`config.mk`:
```
export PLATFORM = sky130hd
export DESIGN_NAME = led_shift_ctrl_flat
export DESIGN_NICKNAME = d
export VERILOG_FILES = /design/src/rtl/led_shift_ctrl_if.sv /design/src/rtl/led_shift_ctrl.sv /design/src/flat_wrapper.sv
export SDC_FILE = /design/constraint.sdc
export NUM_CORES = 1
export LEC_CHECK = 0
export ABC_AREA = 1
export BUFFER_PORTS_ARGS = -buffer_cell sky130_fd_sc_hd__buf_4
export CAP_MARGIN = 40
export CELL_PAD_IN_SITES_DETAIL_PLACEMENT = 0
export CELL_PAD_IN_SITES_GLOBAL_PLACEMENT = 1
export CORE_ASPECT_RATIO = 0.6
export CORE_MARGIN = 3
export CORE_UTILIZATION = 50
export CTS_CLUSTER_DIAMETER = 120
export DETAILED_ROUTE_END_ITERATION = 6
export HOLD_SLACK_MARGIN = 0.05
export PLACE_DENSITY_LB_ADDON = 0.15
export SLEW_MARGIN = 20
export SYNTH_ARGS = -nofsm -noshare
export SYNTH_HDL_FRONTEND = slang
export SYNTH_HIERARCHICAL = 1
export SYNTH_SLANG_ARGS = --single-unit
```
`constraint.sdc`:
```
create_clock -name clk -period 2.5 [get_ports clk]
set_input_delay 0.25 -clock clk [delete_from_list [all_inputs] [get_ports clk]]
set_output_delay 0.25 -clock clk [all_outputs]
set_load 0.005 [all_outputs]
```
`src/rtl/led_shift_ctrl_if.sv`:
```
// Signal bundle between the LED shift controller and its surroundings:
// raw buttons and shifter done flag in, shifter controls and status out.
interface led_shift_ctrl_if #(
   parameter int ROUND_W = 8
);
   logic               btn_run;
   logic               btn_dir;
   logic               done_in;
   logic               direction;
   logic               step_en;
   logic               restart;
   logic               running;
   logic [ROUND_W-1:0] round_cnt;

   modport master (
      output btn_run, btn_dir, done_in,
      input  direction, step_en, restart, running, round_cnt
   );

   modport slave (
      input  btn_run, btn_dir, done_in,
      output direction, step_en, restart, running, round_cnt
   );
endinterface

```
`src/rtl/led_shift_ctrl.sv`:
```
// LED shifter control: button debounce, direction toggle, step prescaler and round FSM.
// Optional build macro AUTO_RESTART_EN: re-enter RUN automatically after RESTART.

// One button lane: 2-flop synchroniser, debounce counter, press strobe.
module led_btn_db #(
   parameter int DB_CNT = 1_000_000
) (
   input  logic clk,
   input  logic reset,
   input  logic raw,
   output logic press
);
   localparam int CW = (DB_CNT > 1) ? $clog2(DB_CNT) : 1;

   logic [1:0]    sync;
   logic          level;
   logic [CW-1:0] cnt;
   logic          flip;

   // Accepted level flips on the DB_CNT-th consecutive differing sample.
   assign flip = (sync[1] != level) && (cnt == CW'(DB_CNT - 1));

   always_ff @(posedge clk or posedge reset) begin
      if (reset) begin
         sync  <= '0;
         level <= 1'b0;
         cnt   <= '0;
         press <= 1'b0;
      end else begin
         sync  <= {sync[0], raw};
         press <= flip && sync[1];
         if (flip) begin
            level <= sync[1];
            cnt   <= '0;
         end else if (sync[1] != level) begin
            cnt <= cnt + 1'b1;
         end else begin
            cnt <= '0;
         end
      end
   end
endmodule

module led_shift_ctrl #(
   parameter int DB_CNT   = 1_000_000,
   parameter int STEP_DIV = 25_000_000,
   parameter int ROUND_W  = 8
) (
   input logic         clk,
   input logic         reset,
   led_shift_ctrl_if.slave bus
);
   localparam int NUM_BTN = 2;
   localparam int PW      = $clog2(STEP_DIV);

   typedef enum logic [1:0] {IDLE, RUN, DONE, RESTART} state_t;

   logic [NUM_BTN-1:0] raw;
   logic [NUM_BTN-1:0] press;
   logic               run_press;
   logic               dir_press;

   state_t             state, state_n;
   logic [PW-1:0]      pcnt;
   logic               at_top;
   logic               stay_run;
   logic               dir_q;
   logic [ROUND_W-1:0] rnd_q;

   assign raw = {bus.btn_dir, bus.btn_run};

   led_btn_db #(.DB_CNT(DB_CNT)) u_db [NUM_BTN-1:0] (
      .clk   (clk),
      .reset (reset),
      .raw   (raw),
      .press (press)
   );

   assign run_press = press[0];
   assign dir_press = press[1];

   always_ff @(posedge clk or posedge reset) begin
      if (reset) state <= IDLE;
      else       state <= state_n;
   end

   always_comb begin
      state_n = state;
      case (state)
         IDLE:    if (run_press) state_n = RUN;
         RUN: begin
            // done wins over a simultaneous pause press, which is dropped
            if (bus.done_in)    state_n = DONE;
            else if (run_press) state_n = IDLE;
         end
         DONE:    state_n = RESTART;
`ifdef AUTO_RESTART_EN
         RESTART: state_n = RUN;
`else
         RESTART: state_n = IDLE;
`endif
         default: state_n = IDLE;
      endcase
   end

   assign stay_run = (state == RUN) && (state_n == RUN);
   assign at_top   = (pcnt == PW'(STEP_DIV - 1));

   always_ff @(posedge clk or posedge reset) begin
      if (reset) begin
         pcnt  <= '0;
         dir_q <= 1'b1;
         rnd_q <= '0;
      end else begin
         pcnt <= (stay_run && !at_top) ? pcnt + 1'b1 : '0;
         if (dir_press) dir_q <= ~dir_q;
         if (state == DONE && rnd_q != '1) rnd_q <= rnd_q + 1'b1;
      end
   end

   // Strobe is suppressed on the final RUN cycle so no step leaks into an exit.
   assign bus.step_en   = stay_run && at_top;
   assign bus.running   = (state == RUN);
   assign bus.restart   = (state == RESTART);
   assign bus.direction = dir_q;
   assign bus.round_cnt = rnd_q;
endmodule
```
`src/flat_wrapper.sv`:
```
// flat-port wrapper written by rule: the top's interface ports become plain ports
module led_shift_ctrl_flat 
#(
   parameter int DB_CNT   = 1_000_000,
   parameter int STEP_DIV = 25_000_000,
   parameter int ROUND_W  = 8
)
  (clk, reset, bus_btn_run, bus_btn_dir, bus_done_in, bus_direction, bus_step_en, bus_restart, bus_running, bus_round_cnt);
  led_shift_ctrl_if #(.ROUND_W(ROUND_W)) bus_i ();
  input logic clk;
  input logic reset;
  input wire logic [$bits(bus_i.btn_run)-1:0] bus_btn_run;
  input wire logic [$bits(bus_i.btn_dir)-1:0] bus_btn_dir;
  input wire logic [$bits(bus_i.done_in)-1:0] bus_done_in;
  output wire logic [$bits(bus_i.direction)-1:0] bus_direction;
  output wire logic [$bits(bus_i.step_en)-1:0] bus_step_en;
  output wire logic [$bits(bus_i.restart)-1:0] bus_restart;
  output wire logic [$bits(bus_i.running)-1:0] bus_running;
  output wire logic [$bits(bus_i.round_cnt)-1:0] bus_round_cnt;
  assign bus_i.btn_run = bus_btn_run;
  assign bus_i.btn_dir = bus_btn_dir;
  assign bus_i.done_in = bus_done_in;
  assign bus_direction = bus_i.direction;
  assign bus_step_en = bus_i.step_en;
  assign bus_restart = bus_i.restart;
  assign bus_running = bus_i.running;
  assign bus_round_cnt = bus_i.round_cnt;
  led_shift_ctrl #(.DB_CNT(DB_CNT), .STEP_DIV(STEP_DIV), .ROUND_W(ROUND_W)) u_core (.clk(clk), .reset(reset), .bus(bus_i));
endmodule
```
Word level (Yosys, flattened, before mapping)
Cells that the tools add are included.

cells by class
  reduce and logical (&&, ||, !) cells = 10
  eq/ne operators = 10
  bitwise operators = 1
  muxes and demuxes = 9
  add/sub/neg operators = 4

operators with widths
  operator                 number
  $mux W20                 4
  $add A20 B1 Y20 const B  2
  $eq A20 B20 Y1 const B   2
  $add A25 B1 Y25 const B  1
  $eq A25 B25 Y1 const B   1
  $mux W25                 1
  $add A8 B1 Y8 const B    1
  $logic_and A1 B1 Y1      8
  $ne A8 B8 Y1 const B     1
  $pmux W2 S4              1
  $mux W2                  3
  $eq A2 B1 Y1 const B     2
  $eq A2 B2 Y1 const B     2
  $logic_not A2 Y1         1
  $ne A1 B1 Y1             2
  $logic_not A1 Y1         1
  $not A1 Y1               1

storage, ports and cells
  flip-flop bits (word level) = 84
  input bits = 5
  output and inout port bits = 12
  word-level logic and storage cells = 46

Depth between registers and ports, before layout
  depth in word-level cells = 7
  gate-level depth with buffers = 9
  mapped depth without buffers = 9

Hierarchy
The synthesis kept the hierarchy.

modules (own cells, without submodules)
  module          cells each  instances  seq. area each (µm²)  area an instance (µm²)
  led_btn_db      180         2          600.6                 1381.3
  led_shift_ctrl  289         1          902.1                 2054.5

Worst setup path after synthesis
Ideal clock, no wire load.

  path type = register to output
  start = register u_core.pcnt[0]
  end = output bus_step_en
  path slack = 1.034 ns
  required time = 2.250 ns
  arrival time = 1.216 ns
  path buffers = 0
  stages on the path, launching flop included = 6
  path through = dfrtp_1 ha_1 nand2_2 nor2_2 nand4_1 nor3_1

between the ends
  longest elaborated chain between the ends = 2

RTL lines
  what                    line                   text
  from (decl)             led_shift_ctrl.sv:64   logic [PW-1:0] pcnt;
  from (signal assigned)  led_shift_ctrl.sv:115  pcnt <= (stay_run && !at_top) ? pcnt + 1'b1 : '0;
  $eq A25 B25 Y1          led_shift_ctrl.sv:107  assign at_top = (pcnt == PW'(STEP_DIV - 1));
  $logic_and A1 B1 Y1     led_shift_ctrl.sv:122  assign bus.step_en = stay_run && at_top;
  to (decl)               flat_wrapper.sv:16     output wire logic [$bits(bus_i.step_en)-1:0] bus_step_en;

No other way between the ends.

Worst setup path after layout
Ends and elaborated chain as after synthesis.

==> results by group <==
Route
  • Final wirelength: 10800 microns
  • Post-DR wirelength/cell: 13.2 microns
  • DR vias/cell: 5.14
  • Drt drc: 0
  • 1st-iter DRT viols: 293
  • Vias after detailed routing: 4187
  • DRT Pass-1 Iters: 5
  • Routed Antenna Nets: 0

Global routing
  • Largest net degree at the start of global routing: 37
  • Vias in the first global route: 3807
  • Initial antenna violation count: 0
  • Grt total ovfl: 0
  • Gr usage total: 21.5%
  • First-pass GRT wire length: 18600 microns

Floorplan
  • Core ar.: 9260 sq um
  • Die Wd: 133 microns
  • # rows: 27
  • Starting Density: 52.0%
  • Die Height: 82.0 microns
  • Full die area: 10900 sq um
  • IO Pins: 17

Logic synthesis
  • Post-Syn Area: 4820 sq um
  • Syn Nets: 658
  • Unique cell type count in the Yosys netlist: 27
  • Sequential area share after synthesis: 43.7%
  • Ys Warns: 6
  • Yosys top cell area share: 43.1%
  • Post-synthesis register bit count: 84
  • Ys flop type: dfrtp_1
  • Synth cell count leaders: nand2_1 (162), nor2_1 (141), dfrtp_1 (83), inv_1 (63), nand3_1 (47)
  • Ranking of synthesized cells by area: dfrtp_1 (43%), nand2_1 (13%), nor2_1 (11%), inv_1 (4.9%), nand3_1 (4.9%)
  • Count leader, synth: nand2_1
  • Share of flip-flops with an asynchronous set or reset: 100%
  • Post-Syn Area per Cell: 7.42 sq um
  • Cells after Synth: 649
  • Post-synth top area cell: dfrtp_1
  • Post-synth EDFFs: 0

STA
  • Hold Violations, Final: 0
  • FMAX: 472 MHz
  • Final setup fails: 0
  • Final period utilization: 84.7%
  • Layout Skew: 0.0102 ns
  • Worst slew pin tran: 0.497 ns
  • Final Max Tran Viols: 0
  • Setup TNS Final: 0 ns
  • Slew HR: 66.8%
  • Setup repair after global routing missed its margin: false
  • Minimum clock period: 2.12 ns

Worst setup path
  • Worst Path Required: 2.25 ns
  • Crit path max-delay cell type: dfrtp_1
  • Reg-to-reg setup timing slack: 0.87 ns
  • Critical path class: flop to output pin
  • RR Startpoint: u_core/pcnt[20]$_DFF_PP0_
  • CP max stage delay: 0.44 ns
  • Kind of end point of the critical path: output pin
  • Arrival time of the worst setup path: 1.87 ns
  • Setup crit start kind: flop
  • RR Endpoint: u_core/pcnt[22]$_DFF_PP0_
  • CP max FO: 7
  • Crit-path cells: ha_1, nand2_2, nor2_2, nand4_1, nor3_1, buf_4
  • FF-to-FF path depth: 7

Clock tree
  • CTS root buf: clkbuf_16
  • Setup Fix Bufs, Post-CTS: 0
  • Max clock buf depth: 2
  • Clk pin slew, worst setup/hold paths: 0.07 ns
  • Number of H-tree levels: 3
  • CTS tree: yes
  • Worst skew pair latency: 0.34 ns
  • CTS Buf Count: 9
  • Clock Sinks: 84

Min path
  • Worst hold-check path type: primary input to flop
  • Hold path cells: 3
  • Hold Path Sink: u_core/state[1]$_DFF_PP0_
  • Hold_sp: bus_done_in

Finish
  • Final Core Density: 59.0%
  • Ant diodes: 0
  • Area Growth Syn to Fin: 13.4%
  • Nets: 689
  • Layout cells sized above 1: 12.8%

Power and ir drop
  • Max rail drop VDD: 0.329 mV
  • Comb pwr share: 2.9%
  • Power Internal: 2.20 mW
  • Register share of total power: 48.0%
  • Switch Pwr: 0.671 mW
  • Switching fraction of total power: 23.4%
  • Power Dens Cells: 525 nW/um^2
  • Clock network power share: 49.1%
  • Leakage dissipation: 2.34 nW

Outcome
  • Status: complete, no violations

Placed design
  • RD Place Congestion: 0.898
  • Port bufs: 16
  • Estimated wirelength of the detail-placed design: 8080 microns

Flow run
  • Max-cap viol count: 0
-- metal layers --
metal	up-vias	wire, microns	GRT usage [%]
met5	-	0	0
met4	0	108	5.39
met3	12	721	5.32
met2	123	4320	31.2
met1	1953	5630	31.9
li1	2099	-	-
-- worst max-delay path by stage --
stage / from / end / slack, ns / cells after the start
final: u_core/pcnt[0]$_DFF_PP0_ / bus_step_en / 0.38 / 6
after global routing: u_core/pcnt[0]$_DFF_PP0_ / bus_step_en / 0.30 / 6
after CTS: u_core/pcnt[0]$_DFF_PP0_ / bus_step_en / 0.39 / 6
after detailed placement: u_core/pcnt[0]$_DFF_PP0_ / bus_step_en / 0.77 / 6
after global placement: u_core/pcnt[0]$_DFF_PP0_ / bus_step_en / 0.79 / 6
after floorplan: u_core/pcnt[0]$_DFF_PP0_ / bus_step_en / 1.03 / 5
-- registers in the layout, indices dropped and copies added, names as in the netlist --
name,cells
u_core/u_db/press,2
u_core/u_db/sync,4
u_core/bus.direction,1
u_core/pcnt,25
u_core/u_db/level,2
u_core/bus.round_cnt,8
u_core/state,2
u_core/u_db/cnt,40
-- power groups by stage --
stage	combinational, mW	clock (mW)	sequential, mW
after floorplan	0.0511	0	1.40
after global placement	0.0754	0	1.40
after detailed placement	0.0822	0	1.40
after CTS	0.0864	1.45	1.38
after global routing	0.0957	1.51	1.38
final	0.0834	1.41	1.38
-- final cells by class --
class	instances	area (sq um)
Inverter	70	263
Clock buffer	9	225
Sequential cell	84	2100
Clock inverter	7	87.6
Tap cell	130	163
Multi-Input combinational cell	491	2420
Timing Repair Buffer	24	203
Fill cell	877	3790
-- placed cells by master, fill, tap and decap left out --
master	instances
nand2_1	162
nor2_1	141
dfrtp_1	83
inv_1	63
nand3_1	47
xor2_1	24
buf_4	19
nand2_2	17
nand4_1	16
nor2_2	15
nor3_1	14
xnor2_1	12
clkbuf_16	9
nor2_4	9
o21ai_0	7
a21oi_1	6
o21bai_1	5
inv_2	5
inv_6	4
ha_1	4
o21ai_1	4
dlygate4sd3_1	3
inv_8	2
nand3_4	2
clkinv_1	2
nand2_4	2
nor3b_1	2
buf_8	2
bufinv_16	1
nor4_1	1
nand3b_1	1
dfstp_2	1
-- per-stage QoR --
step | std cells | area [sq um] | setup WS (ns) | total power [mW] | hold slack [ns]
6_report | 815 | 5460 | 0.381 | 2.87 | 0.172
3_5_place_dp | 796 | 5120 | 0.770 | 1.49 | 0.309
4_1_cts | 815 | 5460 | 0.391 | 2.92 | 0.162
2_1_floorplan | 649 | 4820 | 1.03 | 1.45 | 0.265
3_3_place_gp | 794 | 5090 | 0.787 | 1.48 | 0.333
5_1_grt | 815 | 5460 | 0.296 | 2.98 | 0.165
-- cells by family after synthesis --
kind of cell	after synthesis	synth area share, %
simple gates	429	40.1
buf+inv	74	6.13
fa+ha+maj	4	1.04
flops	84	43.7
compound gates	22	2.55
xor+xnor	36	6.55
-- worst max-delay path, delay by kind of cell, from the launching register on --
| kind | cells | cell delay [ns] |
|---|---|---|
| flip-flops | 1 | 0.44 |
| buffers and inverters | 1 | 0.15 |
| AND/OR/NAND/NOR | 4 | 0.65 |
| adder cells (fa/ha/maj) | 1 | 0.28 |
-- what timing repair did --
item	CTS	global route
hold buffers	3	0
resized for setup	0	0
hold endpoints to repair	23	0
No activity file was read; power rests on OpenSTA's default activity.
